`config.mk`:
```
export PLATFORM = sky130hd
export DESIGN_NAME = rr_bus_arbiter_4
export DESIGN_NICKNAME = d
export VERILOG_FILES = /design/src/rtl/rr_bus_arbiter_4_pkg.sv /design/src/rtl/rr_priority_pick.sv /design/src/rtl/rr_bus_arbiter_4.sv
export SDC_FILE = /design/constraint.sdc
export NUM_CORES = 1
export LEC_CHECK = 0
export BUFFER_PORTS_ARGS = -buffer_cell sky130_fd_sc_hd__buf_2
export CAP_MARGIN = 20
export CORE_MARGIN = 8
export CORE_UTILIZATION = 46
export CTS_CLUSTER_DIAMETER = 40
export DETAILED_ROUTE_END_ITERATION = 8
export GPL_ROUTABILITY_DRIVEN = 0
export HOLD_SLACK_MARGIN = 0.06
export PLACE_DENSITY = 0.74
export SKIP_CTS_REPAIR_TIMING = 1
export SYNTH_ARGS = -nofsm -noshare
export SYNTH_HDL_FRONTEND = slang
export SYNTH_SLANG_ARGS = --single-unit
```
`constraint.sdc`:
```
create_clock -name clk -period 1.6 [get_ports clk]
set_clock_uncertainty 0.15 [all_clocks]
set_input_delay 0.32 -clock clk [delete_from_list [all_inputs] [get_ports clk]]
set_output_delay 0.32 -clock clk [all_outputs]
set_load 0.005 [all_outputs]
```
`src/rtl/rr_bus_arbiter_4_pkg.sv`:
```
// Shared definitions for the 4-source round-robin bus arbiter.
// The mux select codes are shared with the downstream 4:1 datapath mux.
package rr_bus_arbiter_4_pkg;

    // Mux select codes, one per channel/source
    localparam logic [1:0] CH0 = 2'b00;
    localparam logic [1:0] CH1 = 2'b01;
    localparam logic [1:0] CH2 = 2'b10;
    localparam logic [1:0] CH3 = 2'b11;

    // Default ownership limits
    localparam int DEF_MAX_HOLD = 8;
    localparam int DEF_CNT_W    = 4;

    // Arbiter FSM state codes (2-bit binary)
    typedef enum logic [1:0] {
        ST_IDLE    = 2'b00,
        ST_GRANT   = 2'b01,
        ST_RELEASE = 2'b10
    } state_t;

    // One-hot grant vector for a select code
    function automatic logic [3:0] sel_to_gnt(input logic [1:0] s);
        logic [3:0] g;
        g    = 4'b0000;
        g[s] = 1'b1;
        return g;
    endfunction

endpackage

```
`src/rtl/rr_priority_pick.sv`:
```
// Rotating priority encoder: returns the first requesting source found
// when scanning ptr, ptr+1, ptr+2, ptr+3 (mod 4). Purely combinational.
module rr_priority_pick (
    input  logic [3:0] req,
    input  logic [1:0] ptr,
    output logic [1:0] win,
    output logic       any
);

    logic [1:0] idx;

    // Scan from the farthest offset down to offset 0 so the closest
    // requester to ptr is the last (and therefore winning) assignment.
    always_comb begin
        win = ptr;
        any = 1'b0;
        idx = ptr;
        for (int i = 3; i >= 0; i--) begin
            idx = ptr + 2'(i);
            if (req[idx]) begin
                win = idx;
                any = 1'b1;
            end
        end
    end

endmodule

```
`src/rtl/rr_bus_arbiter_4.sv`:
```
// Round-robin arbiter driving the 2-bit select of the 4:1 datapath mux.
// One owner at a time, select held stable for the whole ownership,
// forced release after MAX_HOLD grant cycles. All outputs are registered.
// MAX_HOLD must be >= 1 and fit in CNT_W bits (2**CNT_W >= MAX_HOLD).
//
// Handshake: a source asserts req[i] and keeps it high while it wants the
// bus; gnt[i] high means it owns the bus. Ownership ends on done, on the
// owner dropping req, or on the hold limit; gnt then stays low for at
// least two cycles (RELEASE + IDLE) before the next owner is granted.
import rr_bus_arbiter_4_pkg::*;

module rr_bus_arbiter_4 #(
    parameter int MAX_HOLD = DEF_MAX_HOLD,
    parameter int CNT_W    = DEF_CNT_W
) (
    input  logic             clk,
    input  logic             rst,
    input  logic [3:0]       req,
    input  logic             done,
    output logic [1:0]       sel,
    output logic [3:0]       gnt,
    output logic             bus_busy,
    output logic             timeout,
    output state_t           fsm_state,
    output logic [1:0]       ptr,
    output logic [CNT_W-1:0] hold_cnt
);

    localparam logic [CNT_W-1:0] HOLD_LAST = CNT_W'(MAX_HOLD - 1);

    state_t           state_q, state_d;
    logic [1:0]       sel_q, sel_d;
    logic [3:0]       gnt_q, gnt_d;
    logic             busy_q, busy_d;
    logic             timeout_q, timeout_d;
    logic [1:0]       ptr_q, ptr_d;
    logic [CNT_W-1:0] hold_q, hold_d;

    logic [1:0]       win;
    logic             any;
    logic             rel_done;
    logic             rel_drop;
    logic             rel_limit;

    rr_priority_pick u_pick (
        .req (req),
        .ptr (ptr_q),
        .win (win),
        .any (any)
    );

    // Release causes; sel_q is the current owner while in GRANT
    assign rel_done  = done;
    assign rel_drop  = ~req[sel_q];
    assign rel_limit = (hold_q == HOLD_LAST);

    // State and output registers with synchronous reset
    always_ff @(posedge clk) begin
        if (rst) begin
            state_q   <= ST_IDLE;
            sel_q     <= CH0;
            gnt_q     <= 4'b0000;
            busy_q    <= 1'b0;
            timeout_q <= 1'b0;
            ptr_q     <= 2'b00;
            hold_q    <= '0;
        end else begin
            state_q   <= state_d;
            sel_q     <= sel_d;
            gnt_q     <= gnt_d;
            busy_q    <= busy_d;
            timeout_q <= timeout_d;
            ptr_q     <= ptr_d;
            hold_q    <= hold_d;
        end
    end

    // Next-state and next-output logic; everything holds unless changed
    always_comb begin
        state_d   = state_q;
        sel_d     = sel_q;
        gnt_d     = gnt_q;
        busy_d    = busy_q;
        timeout_d = 1'b0;
        ptr_d     = ptr_q;
        hold_d    = hold_q;
        case (state_q)
            ST_IDLE: begin
                if (any) begin
                    state_d = ST_GRANT;
                    sel_d   = win;
                    gnt_d   = sel_to_gnt(win);
                    busy_d  = 1'b1;
                    hold_d  = '0;
                end
            end
            ST_GRANT: begin
                if (rel_done || rel_drop || rel_limit) begin
                    state_d   = ST_RELEASE;
                    gnt_d     = 4'b0000;
                    busy_d    = 1'b0;
                    ptr_d     = sel_q + 2'd1;
                    // Timeout flags only a release caused purely by the limit
                    timeout_d = rel_limit && !rel_done && !rel_drop;
                end else begin
                    hold_d = hold_q + 1'b1;
                end
            end
            ST_RELEASE: begin
                state_d = ST_IDLE;
            end
            default: begin
                state_d = ST_IDLE;
                gnt_d   = 4'b0000;
                busy_d  = 1'b0;
            end
        endcase
    end

    assign sel       = sel_q;
    assign gnt       = gnt_q;
    assign bus_busy  = busy_q;
    assign timeout   = timeout_q;
    assign fsm_state = state_q;
    assign ptr       = ptr_q;
    assign hold_cnt  = hold_q;

endmodule
```
==> results by group, run 1 <==
Floorplanning
  • Starting density of the core: around 47%
  • Die H: ~60 um
  • Die width: 60.1 um
  • Row cnt: 16
  • Core area: about 1900 sq um
  • I/O Pins: 23
  • Die area: roughly 3600 sq um

Clocking
  • CTS buffer count: 3
  • Worst-Skew Late Latency: 0.30 ns
  • Max clock buf depth: 2
  • Depth of the CTS H-tree: 1
  • Clock Sinks: 16
  • CTS tree: built
  • Worst-path clk slew: 0.09 ns
  • Root Buffer: clkbuf_4

Setup path
  • Cell family with most CP delay: simple AND/OR/NAND/NOR gates
  • FF-to-FF setup slack: -0.02 ns
  • Startpoint types: flop
  • Crit Path Category: flop to flop
  • CP bufs+invs: 0
  • Worst endpoint data arrival time: ~1.7 ns
  • Crit end category: flop
  • WP data required: approximately 1.7 ns
  • R2r worst-path depth: 4
  • Largest fanout on the critical path: 7
  • Crit. path cell count: 4
  • Critical path's largest stage delay: roughly 0.50 ns
  • Crit path cell chain: ha_4, and3b_2, or4_1, a21oi_1
  • Crit-path slowest cell: or4_1

Timing
  • Setup ws final: -0.0157 ns
  • Hold Violations, Final: 0
  • Final-report setup violation count: 2
  • Fin crit period: about 1.6 ns
  • Final Max Slew Viols: 0
  • Slew margin rel.: 72.1%
  • F_max: a little over 0.6 GHz
  • RSZ-0062 raised after global routing: yes
  • Worst slew pin tran: 0.419 ns
  • Period utilisation layout: 101%

Final layout
  • Final Instance Area: 1240 sq um
  • Nets: 150
  • Layout area overhead: 38.8%
  • Antenna cell count: 0
  • Layout cell share with drive strength beyond 1: 45.4%

Routing
  • Iteration-0 DRC count of the detailed router: 42
  • Number of remaining DRC errors: 0
  • Routed Antenna Nets: 0
  • Total wire length: 2.58 mm
  • 1st-pass router iterations: 4
  • Vias per inst: between 5 and 6
  • Avg WL per Cell: 15.4 um
  • Vias after detailed routing: 966

Synth
  • Proportion of synthesized area in mux cells: 4.61%
  • Adder-cell share of the synthesized area: ~1.4%
  • Async S/R FF share, synth: 0%
  • Seq cells post-synth: 16
  • Synth Area in Compound Gates: between 20% and 30%
  • Synthesized Nets: ~110
  • Post-synth design cell area: approximately 900 sq um
  • Post-synth top flop: dfxtp_1
  • XOR/XNOR Fraction of Synth Area: less than 1%
  • Area share of and/or/nand/nor cells after synthesis: 26.3%
  • Largest family of logic cells by synthesized area: simple AND/OR/NAND/NOR gates
  • Seq/Total Area, Yosys: between 30% and 40%
  • Avg Inst Size Synth: between 8 and 9 sq um
  • Post-synth EDFFs: 0
  • Yosys warns: 0
  • Distinct cells, synth: between 40 and 50
  • Mapped Cells: about 100

Global routing
  • Initial antenna violation count: 0
  • Tot GR Track Use: between 10% and 20%
  • Total grt overflow: 0
  • First-pass GRT wire length: slightly above 4 mm
  • Largest net degree at the start of global routing: 15
  • Vias in the first global route: 919

Power
  • Seq pwr share: 43.5%
  • Leak: around 0.53 nW
  • PD cells: 860 nW/um^2
  • Clock Power Share: 25.6%
  • Max VDD drop: approximately 520 uV
  • Power share of the combinational group: about 30%
  • Pint: about 0.00073 W
  • Sw frac: between 30% and 40%
  • Pwr Total: ~0.0011 W
  • P_sw: ~0.00034 W

Job
  • Max-cap violations: 0

Hold path
  • Hold Crit Class: input port to flop
  • WHS Path Cells: 2

Outcome
  • Failing checks: setup timing
  • Outcome: finished, violations left

Placement
  • IO Port Bufs: 22
  • Final HPWL DP: around 1.9 mm
  • Area post-placement: 1120 sq um
  • Pre-CTS setup slack: -0.168 ns
==> worst paths after layout <==
check / startpoint / to
worst max register to register: hold_cnt[1] / hold_cnt[0]
worst min-delay path: rst / sel[0]
worst min register to register: gnt[2] / gnt[2]
worst max-delay path: hold_cnt[1] / hold_cnt[0]
==> per-stage QoR <==
stage	setup TNS [ns]	instances	hold slack [ns]	util, %
detailed placement	-1.41	163	0.296	58.9
finish	-0.0280	168	0.212	65.4
global placement	-1.10	163	0.295	58.9
CTS	-0.423	167	0.197	60.9
floorplan	-0.0154	103	0.299	-
global route	-0.227	168	0.230	65.4
==> synth_stat cells, drive strengths merged (2+ instances only) <==
| master | instances | share of area, % |
|---|---|---|
| o22ai | 3 | 2.1 |
| inv | 6 | 2.5 |
| nand4 | 2 | 1.4 |
| o21ai | 2 | 1.1 |
| o2bb2ai | 2 | 2.0 |
| o31a | 2 | 2.2 |
| nand2b | 3 | 2.1 |
| dfxtp | 16 | 36 |
| nor2 | 6 | 2.5 |
| mux2i | 3 | 3.4 |
| nor4 | 4 | 2.8 |
| nor2b | 4 | 2.8 |
| a21oi | 7 | 3.9 |
| nand2 | 6 | 2.5 |
| or4 | 3 | 2.5 |
| nand3 | 3 | 1.7 |
| nor3 | 4 | 2.2 |
| o211a | 2 | 2.2 |
| o211ai | 2 | 1.7 |
| buf | 2 | 2.5 |
==> power groups by stage <==
stage	logic (W)	registers, W	clock network, W
after floorplan	0.000168	0.000472	0
after global placement	0.000285	0.000466	0
after detailed placement	0.000291	0.000469	0
after CTS	0.000295	0.000460	0.000277
after global routing	0.000360	0.000471	0.000300
final	0.000331	0.000465	0.000274
==> cells by family after synthesis <==
kind of cell,count (synthesis)
simple gates,42
compound gates,29
flops,16
fa+ha+maj,1
buf+inv,10
xor+xnor,1
mux,4
==> sequential cells by signal, indices dropped and copies added, names as in the netlist <==
signal     cells
sel            2
ptr            2
gnt            4
bus_busy       1
timeout        1
fsm_state      2
hold_cnt       4
==> layout make-up <==
| class | instances | area (sq um) |
|---|---|---|
| timing repair buffer | 38 | 230 |
| fill | 165 | 658 |
| inverter | 6 | 22.5 |
| sequential | 16 | 328 |
| clock buffer | 4 | 36.3 |
| multi-input combinational | 77 | 593 |
| tap | 27 | 33.8 |
==> routing by layer <==
layer / wire length [um] / up-vias / GRT usage, %
met2: 1240 / 38 / 22.9
met1: 1110 / 452 / 17.4
met5: 0 / - / 0
met4: 85 / 0 / 8.84
met3: 143 / 12 / 3.23
li1: - / 464 / -
==> cells in the final DEF (no fill, tap or decap), types with 2 or more instances in the layout <==
master,count
buf_2,22
buf_4,16
dfxtp_1,12
inv_1,6
a21oi_1,6
nor2_1,5
nand2_1,5
nor4_1,4
nand2b_1,3
nor3_1,3
or4_1,3
nand3_1,3
nor2b_1,3
clkbuf_4,3
dfxtp_2,3
mux2i_2,2
o31a_2,2
o22ai_2,2
o211ai_1,2
o211a_1,2
nand4_1,2
o21ai_0,2
o2bb2ai_1,2
No activity file was read; power rests on OpenSTA's default activity.
==> inputs of run 2 (changes only) <==
==> constraint.sdc (replaced) <==
create_clock -name clk -period 1.3 [get_ports clk]
set_clock_uncertainty 0.15 [all_clocks]
set_input_delay 0.26 -clock clk [delete_from_list [all_inputs] [get_ports clk]]
set_output_delay 0.26 -clock clk [all_outputs]
set_load 0.005 [all_outputs]
==> results by group, run 2 (same netlist as run 1, synthesis figures left out) <==
Timing
  • Final-report setup violation count: 19 (+17)
  • Setup ws final: -0.423 ns (-0.407 ns)
  • Fin crit period: 1.72 ns (+0.107 ns)
  • Slew margin rel.: 74.5% (+2.4 points)
  • F_max: 0.580 GHz (-6.2%)
  • Worst slew pin tran: 0.378 ns (-0.0402 ns)
  • Final Max Slew Viols: 0 (unchanged)
  • RSZ-0062 raised after global routing: yes
  • Period utilisation layout: 133% (+32 points)
  • Hold Violations, Final: 0 (unchanged)

Hold path
  • Hold Crit Class: input port to flop
  • Hold path start: rst
  • WHS Path Cells: 2 (unchanged)
  • WHS Endpoint: fsm_state[0]

Floorplanning
  • Core area: 1900 sq um (unchanged)
  • Starting density of the core: 47.1% (unchanged)
  • Die area: 3620 sq um (unchanged)
  • Die H: 60.1 um (unchanged)
  • Row cnt: 16 (unchanged)
  • I/O Pins: 23 (unchanged)
  • Die width: 60.1 um (unchanged)

Routing
  • Number of remaining DRC errors: 0 (unchanged)
  • 1st-pass router iterations: 4 (unchanged)
  • Vias per inst: 5.89 (+2.4%)
  • Routed Antenna Nets: 0 (unchanged)
  • Avg WL per Cell: 19.3 um (+26%)
  • Vias after detailed routing: 1083 (+12%)
  • Total wire length: 3.56 mm (+38%)
  • Iteration-0 DRC count of the detailed router: 51 (+21%)

Setup path
  • Cell family with most CP delay: simple AND/OR/NAND/NOR gates
  • Startpoint types: flop
  • Crit Path Category: flop to flop
  • Largest fanout on the critical path: 7 (unchanged)
  • Worst endpoint data arrival time: 1.79 ns (+0.09 ns)
  • Crit path cell chain: ha_4, and3b_2, or4_1, a21oi_1
  • FF-to-FF setup slack: -0.42 ns (-0.41 ns)
  • Critical path's largest stage delay: 0.52 ns (+0.02 ns)
  • CP bufs+invs: 0 (unchanged)
  • Crit end category: flop
  • Worst R2R End: hold_cnt[0]
  • WP data required: 1.37 ns (-0.31 ns)
  • Crit-path slowest cell: or4_1
  • R2R Path Start: hold_cnt[1]
  • R2r worst-path depth: 4 (unchanged)

Global routing
  • Tot GR Track Use: 15.2% (+0.63 points)
  • Initial antenna violation count: 0 (unchanged)
  • First-pass GRT wire length: 4.19 mm (+4.1%)
  • Vias in the first global route: 952 (+3.6%)
  • Total grt overflow: 0 (unchanged)
  • Largest net degree at the start of global routing: 11 (-4)

Clocking
  • Worst-Skew Late Latency: 0.29 ns (about the same)
  • Depth of the CTS H-tree: 1 (unchanged)
  • Clock Sinks: 16 (unchanged)
  • CTS buffer count: 3 (unchanged)
  • Root Buffer: clkbuf_4
  • Worst-path clk slew: 0.10 ns (about the same)
  • Max clock buf depth: 2 (unchanged)
  • CTS tree: built

Final layout
  • Layout cell share with drive strength beyond 1: 62.4% (+17 points)
  • Layout Cells excl Fill: 184 (+9.5%)
  • Finished Core Util: 83.9% (+18 points)
  • Most common cell after layout, fill and taps aside: buf_4
  • Layout area overhead: 78.1%
  • Nets: 166 (+11%)
  • Most frequent cells in the layout: buf_4, buf_2, buf_6
  • Antenna cell count: 0 (unchanged)
  • Final Instance Area: 1600 sq um (+28%)

Placement
  • IO Port Bufs: 22 (unchanged)
  • Area post-placement: 1250 sq um (+12%)
  • Final HPWL DP: 1.97 mm (+4.1%)
  • Pre-CTS setup slack: -0.419 ns (-0.252 ns)
  • Inst Count DP: 175 (+7.4%)

Outcome
  • Failing checks: setup timing
  • Outcome: finished, violations left

Job
  • Max-cap violations: 0 (unchanged)

Power
  • Pwr Total: 0.00154 W (+44%)
  • PD cells: 967 nW/um^2 (+12%)
  • Leak: 0.653 nW (+22%)
  • Max VDD drop: 657 uV (+26%)
run 2: changes by cell type in the layout (fill, tap and decap cells not counted), sizes merged:
cell | before | now
buf | 38 | 53
o22a | 1 | 2
run 2: through the flow:
step                      hold slack [ns]  TNS (ns)
after floorplan                     0.288     -1.97
after global placement              0.295     -4.17
after detailed placement            0.296     -4.80
after CTS                          0.0883     -4.65
after global routing               0.0958     -4.60
final                              0.0962     -3.59
run 2: cell type report:
type / instances / area [sq um]
Inverter: 6 / 22.5
Tap cell: 27 / 33.8
Fill cell: 97 / 307
Multi-Input combinational cell: 78 / 748
Sequential cell: 16 / 340
Clock buffer: 4 / 36.3
Timing Repair Buffer: 53 / 414
run 2: worst max path at each step:
| stage | startpoint | to | slack, ns | depth (start not counted) |
|---|---|---|---|---|
| floorplan | sel[0] | hold_cnt[0] | -0.31 | 6 |
| global placement | req[3] | gnt[3] | -0.35 | 6 |
| detailed placement | req[1] | gnt[1] | -0.42 | 6 |
| CTS | sel[0] | gnt[1] | -0.43 | 5 |
| global route | hold_cnt[1] | hold_cnt[0] | -0.44 | 4 |
| finish | hold_cnt[1] | hold_cnt[0] | -0.42 | 4 |
run 2: report_power, final:
| group | internal (W) | switching, W | total (W) |
|---|---|---|---|
| logic | 0.000315 | 0.000291 | 0.000606 |
| clock network | 0.000171 | 0.000177 | 0.000348 |
| registers | 0.000536 | 0.0000519 | 0.000588 |
| total | 0.00102 | 0.000520 | 0.00154 |
run 2: routing by layer:
metal  wire, um  global-route usage (%)
met5          0                       0
met2       1800                    24.5
met1       1480                    18.5
met3        219                    2.80
met4         61                    7.82
==> inputs of run 3 (changes only) <==
--- a/config.mk
+++ b/config.mk
@@ -9,6 +9,7 @@
 export CAP_MARGIN = 20
 export CORE_MARGIN = 8
 export CORE_UTILIZATION = 46
+export CTS_BUF_LIST = sky130_fd_sc_hd__clkbuf_16
 export CTS_CLUSTER_DIAMETER = 40
 export DETAILED_ROUTE_END_ITERATION = 8
 export GPL_ROUTABILITY_DRIVEN = 0
==> results by group, run 3 (same netlist as run 1, synthesis figures left out) <==
Outcome
  • Outcome: finished, violations left
  • Failing checks: setup timing

Setup path
  • CP bufs+invs: 0 (unchanged)
  • Crit end category: flop
  • Crit path cell chain: mux2i_4, o22ai_4, a21oi_2, mux2_4
  • Largest fanout on the critical path: 4 (-3)
  • Crit-path slowest cell: dfxtp_4
  • Worst endpoint data arrival time: 1.64 ns (-0.15 ns)
  • Cell family with most CP delay: multiplexers
  • Critical path's largest stage delay: 0.39 ns (-0.13 ns)
  • WP data required: 1.28 ns (-0.09 ns)
  • Crit Path Category: flop to flop
  • Startpoint types: flop

Routing
  • Routed Antenna Nets: 0 (unchanged)
  • Vias per inst: 5.96 (+1.3%)
  • Vias after detailed routing: 1097 (+1.3%)
  • Iteration-0 DRC count of the detailed router: 51 (unchanged)
  • Number of remaining DRC errors: 0 (unchanged)
  • 1st-pass router iterations: 4 (unchanged)
  • Avg WL per Cell: 19.1 um (-1.4%)
  • Total wire length: 3.51 mm (-1.4%)

Clocking
  • CTS buffer count: 3 (unchanged)
  • Max clock buf depth: 2 (unchanged)
  • Worst-Skew Late Latency: 0.24 ns (-0.05 ns)
  • CTS tree: built
  • Worst-path clk slew: 0.05 ns (-0.05 ns)
  • Clock Sinks: 16 (unchanged)
  • Root Buffer: clkbuf_16
  • Depth of the CTS H-tree: 1 (unchanged)

Global routing
  • Vias in the first global route: 963 (+1.2%)
  • First-pass GRT wire length: 4.41 mm (+5.3%)
  • Initial antenna violation count: 0 (unchanged)
  • Tot GR Track Use: 16.0% (+0.83 points)
  • Largest net degree at the start of global routing: 11 (unchanged)
  • Total grt overflow: 0 (unchanged)

Placement
  • Inst Count DP: 175 (unchanged)
  • Final HPWL DP: 1.97 mm (unchanged)
  • Pre-CTS setup slack: -0.419 ns (unchanged)
  • Area post-placement: 1250 sq um (unchanged)
  • IO Port Bufs: 22 (unchanged)

Timing
  • Hold Violations, Final: 0 (unchanged)
  • F_max: 0.603 GHz (+4.0%)
  • Setup ws final: -0.357 ns (+0.0658 ns)
  • Slew margin rel.: 75.0% (+0.52 points)
  • Period utilisation layout: 127% (-5.1 points)
  • Fin crit period: 1.66 ns (-0.0658 ns)
  • Worst slew pin tran: 0.375 ns (-0.00300 ns)
  • Final-report setup violation count: 15 (-4)
  • RSZ-0062 raised after global routing: yes
  • Final Max Slew Viols: 0 (unchanged)

Power
  • PD cells: 1130 nW/um^2 (+16%)
  • Power share of the combinational group: 33.9% (-5.4 points)
  • Max VDD drop: 776 uV (+18%)
  • Clock Power Share: 33.4% (+11 points)
  • P_sw: 0.000540 W (+4.0%)
  • Leak: 0.670 nW (+2.7%)
  • Sw frac: 30.1% (-3.6 points)
  • Seq pwr share: 32.7% (-5.4 points)
  • Pint: 0.00125 W (+23%)
  • Pwr Total: 0.00180 W (+16%)

Job
  • Max-cap violations: 0 (unchanged)

Hold path
  • Hold Crit Class: input port to flop

Floorplanning
  • Core area: 1900 sq um (unchanged)
  • Die width: 60.1 um (unchanged)
  • I/O Pins: 23 (unchanged)
  • Row cnt: 16 (unchanged)
  • Die area: 3620 sq um (unchanged)
  • Starting density of the core: 47.1% (unchanged)
  • Die H: 60.1 um (unchanged)

Final layout
  • Antenna cell count: 0 (unchanged)
  • Most common cell after layout, fill and taps aside: buf_4
  • Layout cell share with drive strength beyond 1: 63.7% (+1.3 points)
  • Layout Cells excl Fill: 184 (unchanged)
  • Finished Core Util: 83.9% (unchanged)
  • Most frequent cells in the layout: buf_4, buf_2, dfxtp_1
  • Layout area overhead: 78.1% (unchanged)
  • Nets: 166 (unchanged)
  • Final Instance Area: 1600 sq um (unchanged)
## run 3: changes by cell type in the layout (fill, tap and decap cells not counted), moves of 2 or more
cell	previous run	this run
o22ai_2	3	1
nor3_2	1	3
clkbuf_4	3	0
clkbuf_16	0	3
buf_2	16	20
dfxtp_4	4	2
buf_4	22	28
buf_6	15	5
## run 3: power by group through the flow
stage / Sequential, W / Combinational [W] / Clock, W
floorplan: 0.000583 / 0.000222 / 0
detailed placement: 0.000580 / 0.000408 / 0
CTS: 0.000572 / 0.000414 / 0.000601
global placement: 0.000577 / 0.000398 / 0
finish: 0.000586 / 0.000609 / 0.000600
global route: 0.000591 / 0.000645 / 0.000627
## run 3: through the flow
step                      hold slack, ns  setup TNS (ns)
final                              0.168           -3.55
after global placement             0.295           -4.17
after floorplan                    0.288           -1.97
after global routing               0.168           -4.14
after CTS                          0.162           -4.56
after detailed placement           0.296           -4.80
## run 3: layout make-up
class                   instances  area, sq um
inverters                       6         22.5
multi-input cells              78          759
fillers                        94          307
flip-flops and latches         16          334
repair buffers                 53          367
clock inverters                 1         3.75
well taps                      27         33.8
clock buffers                   3         75.1
## run 3: final timing paths
| path | cells after the start | from | slack, ns | end |
|---|---|---|---|---|
| setup reg to reg | 4 | sel[0] | -0.36 | ptr[0] |
| hold reg to reg | 2 | gnt[2] | 0.33 | gnt[2] |
| setup / recovery | 4 | sel[0] | -0.36 | ptr[0] |
| hold / removal | 2 | rst | 0.17 | fsm_state[0] |
## run 3: worst reg2reg max path, delay by kind of cell, from the launching register on
kind / cells / cell delay, ns
AOI/OAI and AO/OA: 2 / 0.36
DFF: 1 / 0.39
muxes: 2 / 0.64
## run 3: routing by layer
layer / vias to the layer above / track usage, % / share of wire, %
met1: 545 / 18.5 / 41
met2: 49 / 27.4 / 53
met4: 0 / 6.80 / 1.1
met5: - / 0 / 0
met3: 6 / 3.44 / 5.3
li1: 497 / - / -
